===== config.mk =====
export PLATFORM = sky130hd
export DESIGN_NAME = calc_seq_ctrl_flat
export DESIGN_NICKNAME = d
export VERILOG_FILES = /design/src/rtl/calc_seq_ctrl_pkg.sv /design/src/rtl/calc_seq_ctrl_if.sv /design/src/rtl/calc_seq_ctrl_bin2bcd.sv /design/src/rtl/calc_seq_ctrl.sv /design/src/flat_wrapper.sv
export SDC_FILE = /design/constraint.sdc
export NUM_CORES = 1
export LEC_CHECK = 0
export CORE_MARGIN = 3
export CORE_UTILIZATION = 50
export DETAILED_ROUTE_END_ITERATION = 6
export GPL_ROUTABILITY_DRIVEN = 1
export PLACE_DENSITY = 0.71
export SLEW_MARGIN = 20
export SYNTH_ARGS = -nofsm -noshare
export SYNTH_HDL_FRONTEND = slang
export SYNTH_HIERARCHICAL = 1
export SYNTH_SLANG_ARGS = --single-unit
export TNS_END_PERCENT = 10

===== constraint.sdc =====
create_clock -name clk -period 4.5 [get_ports clk]
set_clock_uncertainty 0.05 [all_clocks]
set_input_delay 1.35 -clock clk [delete_from_list [all_inputs] [get_ports clk]]
set_output_delay 1.35 -clock clk [all_outputs]
set_load 0.02 [all_outputs]

===== src/rtl/calc_seq_ctrl_pkg.sv =====
// calc_seq_ctrl shared definitions: widths, opcodes, FSM states.
// Optional remainder output is enabled by CALC_REM_OUT_EN.
package calc_pkg;

    localparam int OP_W      = 8;
    localparam int RES_W     = 16;
    localparam int BCD_ITER  = RES_W;
    localparam int DIGIT_MAX = 9;

    typedef enum logic [1:0] {
        OP_ADD = 2'b00,
        OP_SUB = 2'b01,
        OP_MUL = 2'b10,
        OP_DIV = 2'b11
    } op_e;

    typedef enum logic [2:0] {
        S_IDLE,
        S_LOAD,
        S_EXEC,
        S_CONV,
        S_REMC,
        S_DONE
    } state_e;

    // tens*10 + ones, computed as t*8 + t*2 + o
    function automatic logic [OP_W-1:0] join_bcd(
        input logic [3:0] t,
        input logic [3:0] o
    );
        return OP_W'({t, 3'b000}) + OP_W'({t, 1'b0}) + OP_W'(o);
    endfunction

    function automatic logic digit_bad(input logic [3:0] d);
        return d > 4'(DIGIT_MAX);
    endfunction

endpackage


===== src/rtl/calc_seq_ctrl_if.sv =====
// Request/result bundle between key entry and the calculator controller.
// rem_ten/rem_one exist only when CALC_REM_OUT_EN is defined.
interface calc_seq_ctrl_if;

    logic       start;
    logic [1:0] op;
    logic [3:0] a_ten;
    logic [3:0] a_one;
    logic [3:0] b_ten;
    logic [3:0] b_one;
    logic       busy;
    logic       done;
    logic       err;
    logic       neg;
    logic [3:0] thd;
    logic [3:0] hud;
    logic [3:0] ten;
    logic [3:0] one;
`ifdef CALC_REM_OUT_EN
    logic [3:0] rem_ten;
    logic [3:0] rem_one;

    modport master (
        output start, op, a_ten, a_one, b_ten, b_one,
        input  busy, done, err, neg, thd, hud, ten, one,
        input  rem_ten, rem_one
    );

    modport slave (
        input  start, op, a_ten, a_one, b_ten, b_one,
        output busy, done, err, neg, thd, hud, ten, one,
        output rem_ten, rem_one
    );
`else
    modport master (
        output start, op, a_ten, a_one, b_ten, b_one,
        input  busy, done, err, neg, thd, hud, ten, one
    );

    modport slave (
        input  start, op, a_ten, a_one, b_ten, b_one,
        output busy, done, err, neg, thd, hud, ten, one
    );
`endif

endinterface


===== src/rtl/calc_seq_ctrl_bin2bcd.sv =====
// Sequential double-dabble: W shifts after start, one per cycle.
// done_o marks the cycle of the last shift; bcd_o is then the final value.
module bin2bcd_seq #(
    parameter int W  = 16,
    parameter int ND = 4
) (
    input  logic          clk,
    input  logic          rst,
    input  logic          start_i,
    input  logic [W-1:0]  bin_i,
    output logic          done_o,
    output logic [4*ND-1:0] bcd_o
);

    localparam int CW = $clog2(W + 1);
    localparam int BW = 4 * ND;

    logic [W-1:0]  bin_q;
    logic [BW-1:0] bcd_q;
    logic [BW-1:0] adj;
    logic [BW-1:0] nxt;
    logic [CW-1:0] cnt_q;

    // add-3 correction on every digit >= 5, then shift in the next bit
    always_comb begin
        adj = bcd_q;
        for (int i = 0; i < ND; i++) begin
            if (bcd_q[4*i +: 4] > 4'd4) begin
                adj[4*i +: 4] = bcd_q[4*i +: 4] + 4'd3;
            end
        end
        nxt = BW'({adj, bin_q[W-1]});
    end

    // load on start, then shift until the counter drains
    always_ff @(posedge clk) begin
        if (rst) begin
            bin_q <= '0;
            bcd_q <= '0;
            cnt_q <= '0;
        end else if (start_i) begin
            bin_q <= bin_i;
            bcd_q <= '0;
            cnt_q <= CW'(W);
        end else if (cnt_q != '0) begin
            bin_q <= {bin_q[W-2:0], 1'b0};
            bcd_q <= nxt;
            cnt_q <= cnt_q - CW'(1);
        end
    end

    assign done_o = (cnt_q == CW'(1));
    assign bcd_o  = nxt;

endmodule


===== src/rtl/calc_seq_ctrl.sv =====
// Start/busy/done sequencer for the two-digit BCD calculator.
// Define CALC_REM_OUT_EN to also report the division remainder.
module calc_seq_ctrl (
    input  logic           clk,
    input  logic           rst,
    calc_seq_ctrl_if.slave bus
);

    import calc_pkg::*;

    localparam int CNT_W = $clog2(OP_W);

    state_e             state_q;
    op_e                op_q;
    logic [15:0]        dig_q;
    logic [OP_W-1:0]    a_q;
    logic [OP_W-1:0]    b_q;
    logic [OP_W-1:0]    quo_q;
    logic [OP_W-1:0]    rem_q;
    logic [CNT_W-1:0]   cnt_q;
    logic               neg_p_q;
    logic               busy_q;
    logic               done_q;
    logic               err_q;
    logic               neg_q;
    logic [RES_W-1:0]   out_q;

    logic [OP_W-1:0]    a_bin;
    logic [OP_W-1:0]    b_bin;
    logic               dig_err;
    logic [OP_W:0]      trial;
    logic               take;
    logic [OP_W-1:0]    quo_nx;
    logic [OP_W-1:0]    rem_nx;
    logic               last_div;
    logic               div_zero;
    logic [RES_W-1:0]   res_d;
    logic               neg_d;
    logic               conv_go;
    logic               res_done;
    logic [RES_W-1:0]   res_bcd;

    assign a_bin   = join_bcd(dig_q[15:12], dig_q[11:8]);
    assign b_bin   = join_bcd(dig_q[7:4], dig_q[3:0]);
    assign dig_err = digit_bad(dig_q[15:12]) | digit_bad(dig_q[11:8])
                   | digit_bad(dig_q[7:4])   | digit_bad(dig_q[3:0]);

    // one restoring-division step: shift in next dividend bit, try subtract
    assign trial    = {rem_q, quo_q[OP_W-1]};
    assign take     = (trial >= {1'b0, b_q});
    assign rem_nx   = take ? OP_W'(trial - {1'b0, b_q}) : trial[OP_W-1:0];
    assign quo_nx   = {quo_q[OP_W-2:0], take};
    assign last_div = (cnt_q == CNT_W'(OP_W - 1));
    assign div_zero = (op_q == OP_DIV) && (b_q == '0);

    // binary result handed to the converter when EXEC finishes
    always_comb begin
        res_d = '0;
        neg_d = 1'b0;
        unique case (op_q)
            OP_ADD: res_d = RES_W'(a_q) + RES_W'(b_q);
            OP_SUB: begin
                if (a_q >= b_q) begin
                    res_d = RES_W'(a_q - b_q);
                end else begin
                    res_d = RES_W'(b_q - a_q);
                    neg_d = 1'b1;
                end
            end
            OP_MUL: res_d = RES_W'(a_q) * RES_W'(b_q);
            OP_DIV: res_d = RES_W'(quo_nx);
        endcase
    end

    assign conv_go = (state_q == S_EXEC) && !div_zero
                   && ((op_q != OP_DIV) || last_div);

    bin2bcd_seq #(
        .W  (BCD_ITER),
        .ND (4)
    ) u_res_bcd (
        .clk     (clk),
        .rst     (rst),
        .start_i (conv_go),
        .bin_i   (res_d),
        .done_o  (res_done),
        .bcd_o   (res_bcd)
    );

`ifdef CALC_REM_OUT_EN
    logic [RES_W-1:0] res_p_q;
    logic [7:0]       rem_out_q;
    logic             rem_go;
    logic             rem_done;
    logic [7:0]       rem_bcd;

    assign rem_go = (state_q == S_CONV) && res_done && (op_q == OP_DIV);

    bin2bcd_seq #(
        .W  (OP_W),
        .ND (2)
    ) u_rem_bcd (
        .clk     (clk),
        .rst     (rst),
        .start_i (rem_go),
        .bin_i   (rem_q),
        .done_o  (rem_done),
        .bcd_o   (rem_bcd)
    );

    assign bus.rem_ten = rem_out_q[7:4];
    assign bus.rem_one = rem_out_q[3:0];
`endif

    // sequencer; visible outputs only change on entry to DONE
    always_ff @(posedge clk) begin
        if (rst) begin
            state_q <= S_IDLE;
            op_q    <= OP_ADD;
            dig_q   <= '0;
            a_q     <= '0;
            b_q     <= '0;
            quo_q   <= '0;
            rem_q   <= '0;
            cnt_q   <= '0;
            neg_p_q <= 1'b0;
            busy_q  <= 1'b0;
            done_q  <= 1'b0;
            err_q   <= 1'b0;
            neg_q   <= 1'b0;
            out_q   <= '0;
`ifdef CALC_REM_OUT_EN
            res_p_q   <= '0;
            rem_out_q <= '0;
`endif
        end else begin
            done_q <= 1'b0;
            unique case (state_q)
                S_IDLE: begin
                    if (bus.start) begin
                        dig_q   <= {bus.a_ten, bus.a_one, bus.b_ten, bus.b_one};
                        op_q    <= op_e'(bus.op);
                        busy_q  <= 1'b1;
                        state_q <= S_LOAD;
                    end
                end
                S_LOAD: begin
                    a_q   <= a_bin;
                    b_q   <= b_bin;
                    quo_q <= a_bin;
                    rem_q <= '0;
                    cnt_q <= '0;
                    if (dig_err) begin
                        state_q <= S_DONE;
                        busy_q  <= 1'b0;
                        done_q  <= 1'b1;
                        err_q   <= 1'b1;
                        neg_q   <= 1'b0;
                        out_q   <= '0;
`ifdef CALC_REM_OUT_EN
                        rem_out_q <= '0;
`endif
                    end else begin
                        state_q <= S_EXEC;
                    end
                end
                S_EXEC: begin
                    neg_p_q <= neg_d;
                    if (div_zero) begin
                        state_q <= S_DONE;
                        busy_q  <= 1'b0;
                        done_q  <= 1'b1;
                        err_q   <= 1'b1;
                        neg_q   <= 1'b0;
                        out_q   <= '0;
`ifdef CALC_REM_OUT_EN
                        rem_out_q <= '0;
`endif
                    end else if (op_q == OP_DIV) begin
                        quo_q <= quo_nx;
                        rem_q <= rem_nx;
                        cnt_q <= cnt_q + CNT_W'(1);
                        if (last_div) begin
                            state_q <= S_CONV;
                        end
                    end else begin
                        state_q <= S_CONV;
                    end
                end
                S_CONV: begin
                    if (res_done) begin
`ifdef CALC_REM_OUT_EN
                        if (op_q == OP_DIV) begin
                            res_p_q <= res_bcd;
                            state_q <= S_REMC;
                        end else begin
                            state_q   <= S_DONE;
                            busy_q    <= 1'b0;
                            done_q    <= 1'b1;
                            err_q     <= 1'b0;
                            neg_q     <= neg_p_q;
                            out_q     <= res_bcd;
                            rem_out_q <= '0;
                        end
`else
                        state_q <= S_DONE;
                        busy_q  <= 1'b0;
                        done_q  <= 1'b1;
                        err_q   <= 1'b0;
                        neg_q   <= neg_p_q;
                        out_q   <= res_bcd;
`endif
                    end
                end
`ifdef CALC_REM_OUT_EN
                S_REMC: begin
                    if (rem_done) begin
                        state_q   <= S_DONE;
                        busy_q    <= 1'b0;
                        done_q    <= 1'b1;
                        err_q     <= 1'b0;
                        neg_q     <= 1'b0;
                        out_q     <= res_p_q;
                        rem_out_q <= rem_bcd;
                    end
                end
`endif
                S_DONE: state_q <= S_IDLE;
                default: state_q <= S_IDLE;
            endcase
        end
    end

    assign bus.busy = busy_q;
    assign bus.done = done_q;
    assign bus.err  = err_q;
    assign bus.neg  = neg_q;
    assign bus.thd  = out_q[15:12];
    assign bus.hud  = out_q[11:8];
    assign bus.ten  = out_q[7:4];
    assign bus.one  = out_q[3:0];

endmodule


===== src/flat_wrapper.sv =====
// flat-port wrapper written by rule: the top's interface ports become plain ports
module calc_seq_ctrl_flat import calc_pkg::*;
  (clk, rst, bus_start, bus_op, bus_a_ten, bus_a_one, bus_b_ten, bus_b_one, bus_busy, bus_done, bus_err, bus_neg, bus_thd, bus_hud, bus_ten, bus_one);
  calc_seq_ctrl_if bus_i ();
  input  logic clk;
  input  logic rst;
  input wire logic [$bits(bus_i.start)-1:0] bus_start;
  input wire logic [$bits(bus_i.op)-1:0] bus_op;
  input wire logic [$bits(bus_i.a_ten)-1:0] bus_a_ten;
  input wire logic [$bits(bus_i.a_one)-1:0] bus_a_one;
  input wire logic [$bits(bus_i.b_ten)-1:0] bus_b_ten;
  input wire logic [$bits(bus_i.b_one)-1:0] bus_b_one;
  output wire logic [$bits(bus_i.busy)-1:0] bus_busy;
  output wire logic [$bits(bus_i.done)-1:0] bus_done;
  output wire logic [$bits(bus_i.err)-1:0] bus_err;
  output wire logic [$bits(bus_i.neg)-1:0] bus_neg;
  output wire logic [$bits(bus_i.thd)-1:0] bus_thd;
  output wire logic [$bits(bus_i.hud)-1:0] bus_hud;
  output wire logic [$bits(bus_i.ten)-1:0] bus_ten;
  output wire logic [$bits(bus_i.one)-1:0] bus_one;
  assign bus_i.start = bus_start;
  assign bus_i.op = bus_op;
  assign bus_i.a_ten = bus_a_ten;
  assign bus_i.a_one = bus_a_one;
  assign bus_i.b_ten = bus_b_ten;
  assign bus_i.b_one = bus_b_one;
  assign bus_busy = bus_i.busy;
  assign bus_done = bus_i.done;
  assign bus_err = bus_i.err;
  assign bus_neg = bus_i.neg;
  assign bus_thd = bus_i.thd;
  assign bus_hud = bus_i.hud;
  assign bus_ten = bus_i.ten;
  assign bus_one = bus_i.one;
  calc_seq_ctrl u_core (.clk(clk), .rst(rst), .bus(bus_i));
endmodule

==> results.toml, run 1 <==
[synth]
synth_compound_area_share_pct = 17.77
synth_edf_count = 0
synth_top_area_share_pct = 25.82
synthXorXnorAreaFrac_pct = 4.162
synth_flop_cell = "dfxtp_1"
synthArstFlopShare_pct = 0
synth_nets = 1186
synth_mux_area_share_pct = 6.384
synth_largest_area_cell = "dfxtp_1"
synth-adder-area-share_pct = 23.27
yosys_warnings = 6
synth.area.top_cells = "dfxtp_1, ha_1, fa_1"
syn_avg_cell_area_um2 = 8.606
yosysUniqueCellTypes = 71
synth_seq_cells = 114
synth_top_family_by_area = "adder cells"
synthCells = 1027
yosysSeqAreaShare_pct = 25.82
yosys.area_share.simple_pct = 16.21
synthesis.area_um2 = 8838

[worst_setup_path]
crit_buf_inv = 3
endpoint = "u_core/u_res_bcd/bin_q[14]$_SDFFE_PP0P_"
r2r_start = "u_core/b_q[4]$_SDFFE_PP0N_"
cp.arrival_ps = 4570
cp_cell_sequence = "ha_4 -> fa_1 -> fa_1 -> fa_1 -> inv_1 -> fa_1 -> inv_1 -> ha_1 -> buf_4 -> o21ai_1 -> o21a_1 -> o31a_1 -> xnor2_1 -> o21ai_1 -> mux2i_1 -> nor2_1"
cp-start-kind = "flip-flop"
max_stage_delay_ps = 540
critPathKind = "reg -> reg"
endpoint_kind = "flip-flop"
r2r-end = "u_core/u_res_bcd/bin_q[14]$_SDFFE_PP0P_"
cp_top_family = "adder cells"
critPathMaxFanout = 4
reg2regPathDepth = 16
cp_data_required_time_ps = 4720
critPathLaunch = "u_core/b_q[4]$_SDFFE_PP0N_"
slowest_stage = "fa_1"
crit_cells = 16
critical_path.most_common_cell = "fa_1"
rrSetupSlack_ps = 150

[final_layout]
antenna_cells = 0
postLayoutCellArea_um2 = 10480
area_growth_pct = 18.53
drive_gt1_share_pct = 16.17
fin_nets = 1259
post_layout_nonfiller_instances = 1333

[floorplanning]
start_util_pct = 52.19
num_rows = 47
die_area_um2 = 19310
die_w_um = 139.0
die-height_um = 139.0
io_pins = 41
core_area_um2 = 16940

[route]
drt_iter0_drc = 556
first_pass_iters = 5
dr_total_vias = 7464
viasPerCell = 5.599
antenna_left = 0
finalWirelength_um = 21730
wire_per_inst_um = 16.30
drc = 0

[sta]
fin_crit_sh_pct = 96.62
period_minus_slack_ps = 4348
relSlewSlack_pct = 39.42
tightest_slew_ps = 900.4
fmaxAchievable_mhz = 230.0
finalHoldViolCount = 0
drv_slew = 0
rsz0062_at_grt = "yes"
setup_viol = 0

[placed_design]
postPlaceCellArea_um2 = 9661
finalWeightedCongestion = 1.003
post-place-cells = 1297
dp_hpwl_um = 16500
portBuffers = 40

[clock_tree]
tritoncts = "yes"
cts_root_buf = "clkbuf_16"
cts.clk_slew.worst_paths_ps = 60
insertion_delay_ps = 420
cts_max_path_buffers = 2
numCtsBuffers = 17
cts_num_sinks = 114
cts_max_level = 4

[global_route]
grt_pass1_vias = 6891
grt_max_degree = 40
antenna_found_initial = 0
grt_pass1_wl_um = 35110
overflow = 0
track_usage_pct = 22.07

[power]
irDropWorstVdd_mv = 0.3821
fin_total_pwr_uw = 5481
power.density_nw_per_um2 = 523.2
power_leakage_uw = 0.004506

[worst_hold_path]
hp-class = "reg -> reg"
hp-start = "u_core/neg_p_q$_SDFFE_PP0P_"

[status]
outcome = "complete, no violations"

[job]
drv_cap = 0
## cell usage after synthesis, types with 5 or more instances
| master | count |
|---|---|
| a211oi_1 | 6 |
| a21boi_0 | 5 |
| a21o_1 | 16 |
| a21oi_1 | 82 |
| a22o_1 | 19 |
| a311oi_1 | 6 |
| buf_6 | 8 |
| clkbuf_1 | 25 |
| dfxtp_1 | 114 |
| fa_1 | 44 |
| ha_1 | 94 |
| inv_1 | 84 |
| mux2_2 | 17 |
| mux2i_1 | 26 |
| nand2_1 | 111 |
| nand2b_1 | 12 |
| nand3_1 | 6 |
| nor2_1 | 126 |
| nor2b_1 | 13 |
| nor3_1 | 15 |
| o211ai_1 | 6 |
| o21ai_0 | 52 |
| o311ai_0 | 7 |
| xnor2_1 | 27 |
| xor2_1 | 15 |
## through the flow
| step | setup TNS, ps | utilization [%] | worst slack, ps | hold slack [ps] |
|---|---|---|---|---|
| floorplan | 0 | - | 58.23 | 382.1 |
| global placement | 0 | 57.04 | 51.61 | 408.0 |
| finish | 0 | 61.86 | 152.3 | 422.0 |
| global route | -90.55 | 61.86 | -38.92 | 440.5 |
| detailed placement | -117.3 | 57.04 | -66.07 | 415.8 |
| CTS | 0 | 60.63 | 2.745 | 429.9 |
## how the worst min path moves through the flow
stage	cells past startpoint	endpoint
after floorplan	2	u_core/b_q[0]$_SDFFE_PP0N_
after global placement	2	u_core/cnt_q[2]$_SDFFE_PP0P_
after detailed placement	1	u_core/out_q[15]$_SDFFE_PP0P_
after CTS	1	u_core/bus.neg$_SDFFE_PP0P_
after global routing	1	u_core/out_q[8]$_SDFFE_PP0P_
final	1	u_core/bus.neg$_SDFFE_PP0P_
## flip-flops by register name, summed over array words and instances, names as in the netlist, 5 cells and up
name                    flops
u_core/rem_q                8
u_core/a_q                  8
u_core/u_res_bcd/cnt_q      5
u_core/out_q               16
u_core/b_q                  8
u_core/u_res_bcd/bin_q     16
u_core/u_res_bcd/bcd_q     16
u_core/quo_q                8
u_core/dig_q               16
## cells by family after synthesis
group | Yosys count
and+or+nand+nor | 316
AOI/OAI and AO/OA | 239
xor gates and xnor gates | 42
muxes | 49
DFF | 114
adders and majority gates | 138
buffers and inverters | 129
## report_power, final
group / switching (uW) / total (uW) / internal [uW] / leakage (uW)
logic: 1630 / 2740 / 1110 / 0.00330
registers: 183 / 1370 / 1190 / 0.000931
clock network: 513 / 1360 / 850 / 0.000279
total: 2330 / 5480 / 3150 / 0.00451
## per-layer routing
layer	part of all wire [%]	global-route usage, %	vias up
li1	-	-	3680
met1	47	30.95	3573
met2	48	35.72	191
met3	4.6	3.724	20
met4	1.1	5.304	0
met5	0	0	-
## worst reg2reg max path: stages (launching register included)
cell	delay [ps]
dfxtp_4	360
ha_4	180
fa_1	530
fa_1	450
fa_1	540
inv_1	50
fa_1	530
inv_1	40
ha_1	300
buf_4	130
o21ai_1	70
o21a_1	230
o31a_1	260
xnor2_1	150
o21ai_1	90
mux2i_1	170
nor2_1	50
## layout by cell type (no fill, tap or decap), types with 5 or more instances in the layout
| master | netlist | final |
|---|---|---|
| a211oi_1 | 6 | 5 |
| a21boi_0 | 5 | 5 |
| a21o_1 | 16 | 16 |
| a21oi_1 | 82 | 80 |
| a22o_1 | 19 | 19 |
| a311oi_1 | 6 | 6 |
| buf_4 | 4 | 52 |
| clkbuf_16 | 0 | 17 |
| clkdlybuf4s50_1 | 0 | 39 |
| clkinvlp_4 | 0 | 5 |
| dfxtp_1 | 114 | 105 |
| dfxtp_2 | 0 | 5 |
| fa_1 | 44 | 42 |
| ha_1 | 94 | 87 |
| inv_1 | 84 | 74 |
| inv_2 | 0 | 10 |
| inv_6 | 0 | 5 |
| mux2_2 | 17 | 17 |
| mux2i_1 | 26 | 26 |
| nand2_1 | 111 | 110 |
| nand2b_1 | 12 | 12 |
| nand3_1 | 6 | 6 |
| nor2_1 | 126 | 115 |
| nor2_2 | 0 | 9 |
| nor2b_1 | 13 | 13 |
| nor3_1 | 15 | 14 |
| o211ai_1 | 6 | 6 |
| o21ai_0 | 52 | 49 |
| o311ai_0 | 7 | 7 |
| xnor2_1 | 27 | 26 |
| xor2_1 | 15 | 15 |
## repair_timing
action / 4_1_cts / 5_1_grt
hold buffers: 0 / 0
pin swaps: 0 / 16
hold endpoints to repair: 0 / 0
resized for setup: 4 / 61
setup buffers: 0 / 4
endpoints found under the setup margin: 2 / 9
## layout make-up
class                      count  area (um2)
fill                        1407        6460
clock buffer                  19       452.9
inverter                      88       335.3
timing repair buffer          95       819.5
sequential                   114        2303
tap                          220       275.3
multi-input combinational    784        6143
clock inverter                13       146.4
Power figures use the tool's default switching activity.
==> run 2, diff against run 1 <==
--- a/config.mk
+++ b/config.mk
@@ -6,10 +6,10 @@
 export NUM_CORES = 1
 export LEC_CHECK = 0
 export CORE_MARGIN = 3
-export CORE_UTILIZATION = 50
+export CORE_UTILIZATION = 56
 export DETAILED_ROUTE_END_ITERATION = 6
 export GPL_ROUTABILITY_DRIVEN = 1
-export PLACE_DENSITY = 0.71
+export PLACE_DENSITY = 0.78
 export SLEW_MARGIN = 20
 export SYNTH_ARGS = -nofsm -noshare
 export SYNTH_HDL_FRONTEND = slang
==> run 2 against run 1 <==
  * Sequential power about the same
  * Combinational power hardly changed
  * Routed wire length increased by 3.5%
==> results.toml, run 2 (same netlist as run 1, synthesis figures left out) <==
[route]
drc = 0
finalWirelength_um = 22480
viasPerCell = 5.886
first_pass_iters = 7
dr_total_vias = 7769
antenna_left = 0
drt_iter0_drc = 632
wire_per_inst_um = 17.03

[sta]
drv_slew = 0
rsz0062_at_grt = "yes"
period_minus_slack_ps = 4352
tightest_slew_ps = 793.0
relSlewSlack_pct = 46.91
fmaxAchievable_mhz = 229.8
fin_ws_ps = 147.6
fin_crit_sh_pct = 96.72
finalHoldViolCount = 0
setup_viol = 0
fin_setup_tns_ps = 0
hold_ws_ps = 420.4

[power]
power.density_nw_per_um2 = 527.4
fin_total_pwr_uw = 5513
irDropWorstVdd_mv = 0.3353
power_leakage_uw = 0.004504

[floorplanning]
core_area_um2 = 15310
num_rows = 45
die-height_um = 131.6
die_w_um = 131.6
io_pins = 41
die_area_um2 = 17330
start_util_pct = 57.71

[placed_design]
portBuffers = 40
dp_slack_ps = -25.01
dp_hpwl_um = 16440
finalWeightedCongestion = 0.9453
post-place-cells = 1284

[worst_setup_path]
critical_path.most_common_cell = "fa_1"
cp.arrival_ps = 4580
critPathMaxFanout = 3
endpoint_kind = "flip-flop"
cp-start-kind = "flip-flop"
max_stage_delay_ps = 530
critPathKind = "reg -> reg"
cp_cell_sequence = "buf_4 -> nand2_1 -> fa_1 -> fa_1 -> inv_1 -> fa_1 -> inv_1 -> fa_1 -> inv_2 -> ha_4 -> o21ai_1 -> o21a_1 -> o31a_1 -> xnor2_2 -> o21ai_1 -> mux2i_1 -> nor2_1"
critPathLaunch = "u_core/a_q[2]$_SDFFE_PP0N_"
crit_buf_inv = 4
slowest_stage = "fa_1"
r2r_start = "u_core/a_q[2]$_SDFFE_PP0N_"
cp_top_family = "adder cells"
cp_data_required_time_ps = 4730

[final_layout]
fin_nets = 1255
antenna_cells = 0
nFillCells = 1208
final_common_cell = "nor2_1"
post_layout_nonfiller_instances = 1320
layout_common_cells = "nor2_1, nand2_1, dfxtp_1, ha_1, a21oi_1"
area_growth_pct = 18.26
seq_area_um2 = 2295
multi_input_area_um2 = 6168
drive_gt1_share_pct = 16.05

[worst_hold_path]
hp-class = "reg -> reg"
hp-start = "u_core/dig_q[0]$_SDFFE_PP0P_"

[job]
drv_cap = 0

[clock_tree]
tritoncts = "yes"
insertion_delay_ps = 410
cts_num_sinks = 114
cts_max_level = 4
ctsHoldBuffers = 0
cts.clk_slew.worst_paths_ps = 60
numCtsBuffers = 17
cts_max_path_buffers = 2
cts_root_buf = "clkbuf_16"

[global_route]
grt_pass1_vias = 7456
antenna_found_initial = 0
track_usage_pct = 25.46
grt_pass1_wl_um = 36250
grt_max_degree = 52
overflow = 0

[status]
outcome = "complete, no violations"
[run 2: changes by cell type in the layout (fill, tap and decap cells not counted), moves of 3 or more]
cell,change
buf_4,-5
clkinvlp_4,-5
dfxtp_2,+5
clkinv_4,+4
dfxtp_4,-4
o21ai_1,+3
[run 2: where the power goes]
group	switching [uW]	internal (uW)	leakage (uW)	total, uW
logic	1640	1110	0.00328	2750
registers	202	1190	0.000930	1390
clock network	539	832	0.000297	1370
total	2380	3130	0.00450	5510
[run 2: routing by layer]
| metal | global-route usage (%) | routed length (um) | up-vias |
|---|---|---|---|
| met5 | 0 | 0 | - |
| met3 | 4.747 | 1270 | 71 |
| li1 | - | - | 3684 |
| met2 | 42.72 | 10780 | 290 |
| met4 | 10.68 | 839 | 0 |
| met1 | 32.23 | 9593 | 3724 |
[run 2: layout make-up]
class                           count  area share [%]
Timing Repair Buffer               91           7.589
Multi-Input combinational cell    784           59.01
Sequential cell                   114           21.95
Tap cell                          211           2.526
Clock buffer                       17           4.070
Inverter                           88           3.208
Clock inverter                     15           1.640
[run 2: worst min-delay path, stage by stage, from the launching register on]
cell     delay [ps]
dfxtp_1         310
nand2_1          60
a21oi_1          60
[run 2: path summary, 6_finish.rpt]
| kind | to | slack (ps) | cells past startpoint |
|---|---|---|---|
| setup / recovery | u_core/u_res_bcd/bin_q[14]$_SDFFE_PP0P_ | 150 | 17 |
| hold / removal | u_core/dig_q[0]$_SDFFE_PP0P_ | 420 | 2 |
| setup reg to reg | u_core/u_res_bcd/bin_q[14]$_SDFFE_PP0P_ | 150 | 17 |
| hold reg to reg | u_core/dig_q[0]$_SDFFE_PP0P_ | 420 | 2 |
[run 2: per-stage QoR]
stage / instance area [um2] / util, %
CTS: 10230 / 66.78
global route: 10450 / 68.25
finish: 10450 / 68.25
detailed placement: 9619 / 62.81
global placement: 9619 / 62.81
floorplan: 8838 / -
[run 2: what timing repair did]
item / CTS / global route
hold endpoints to repair: 0 / 0
setup endpoints to repair: 4 / 9
pin swaps: 0 / 20
resized for setup: 3 / 66
buffers inserted: 0 / 4
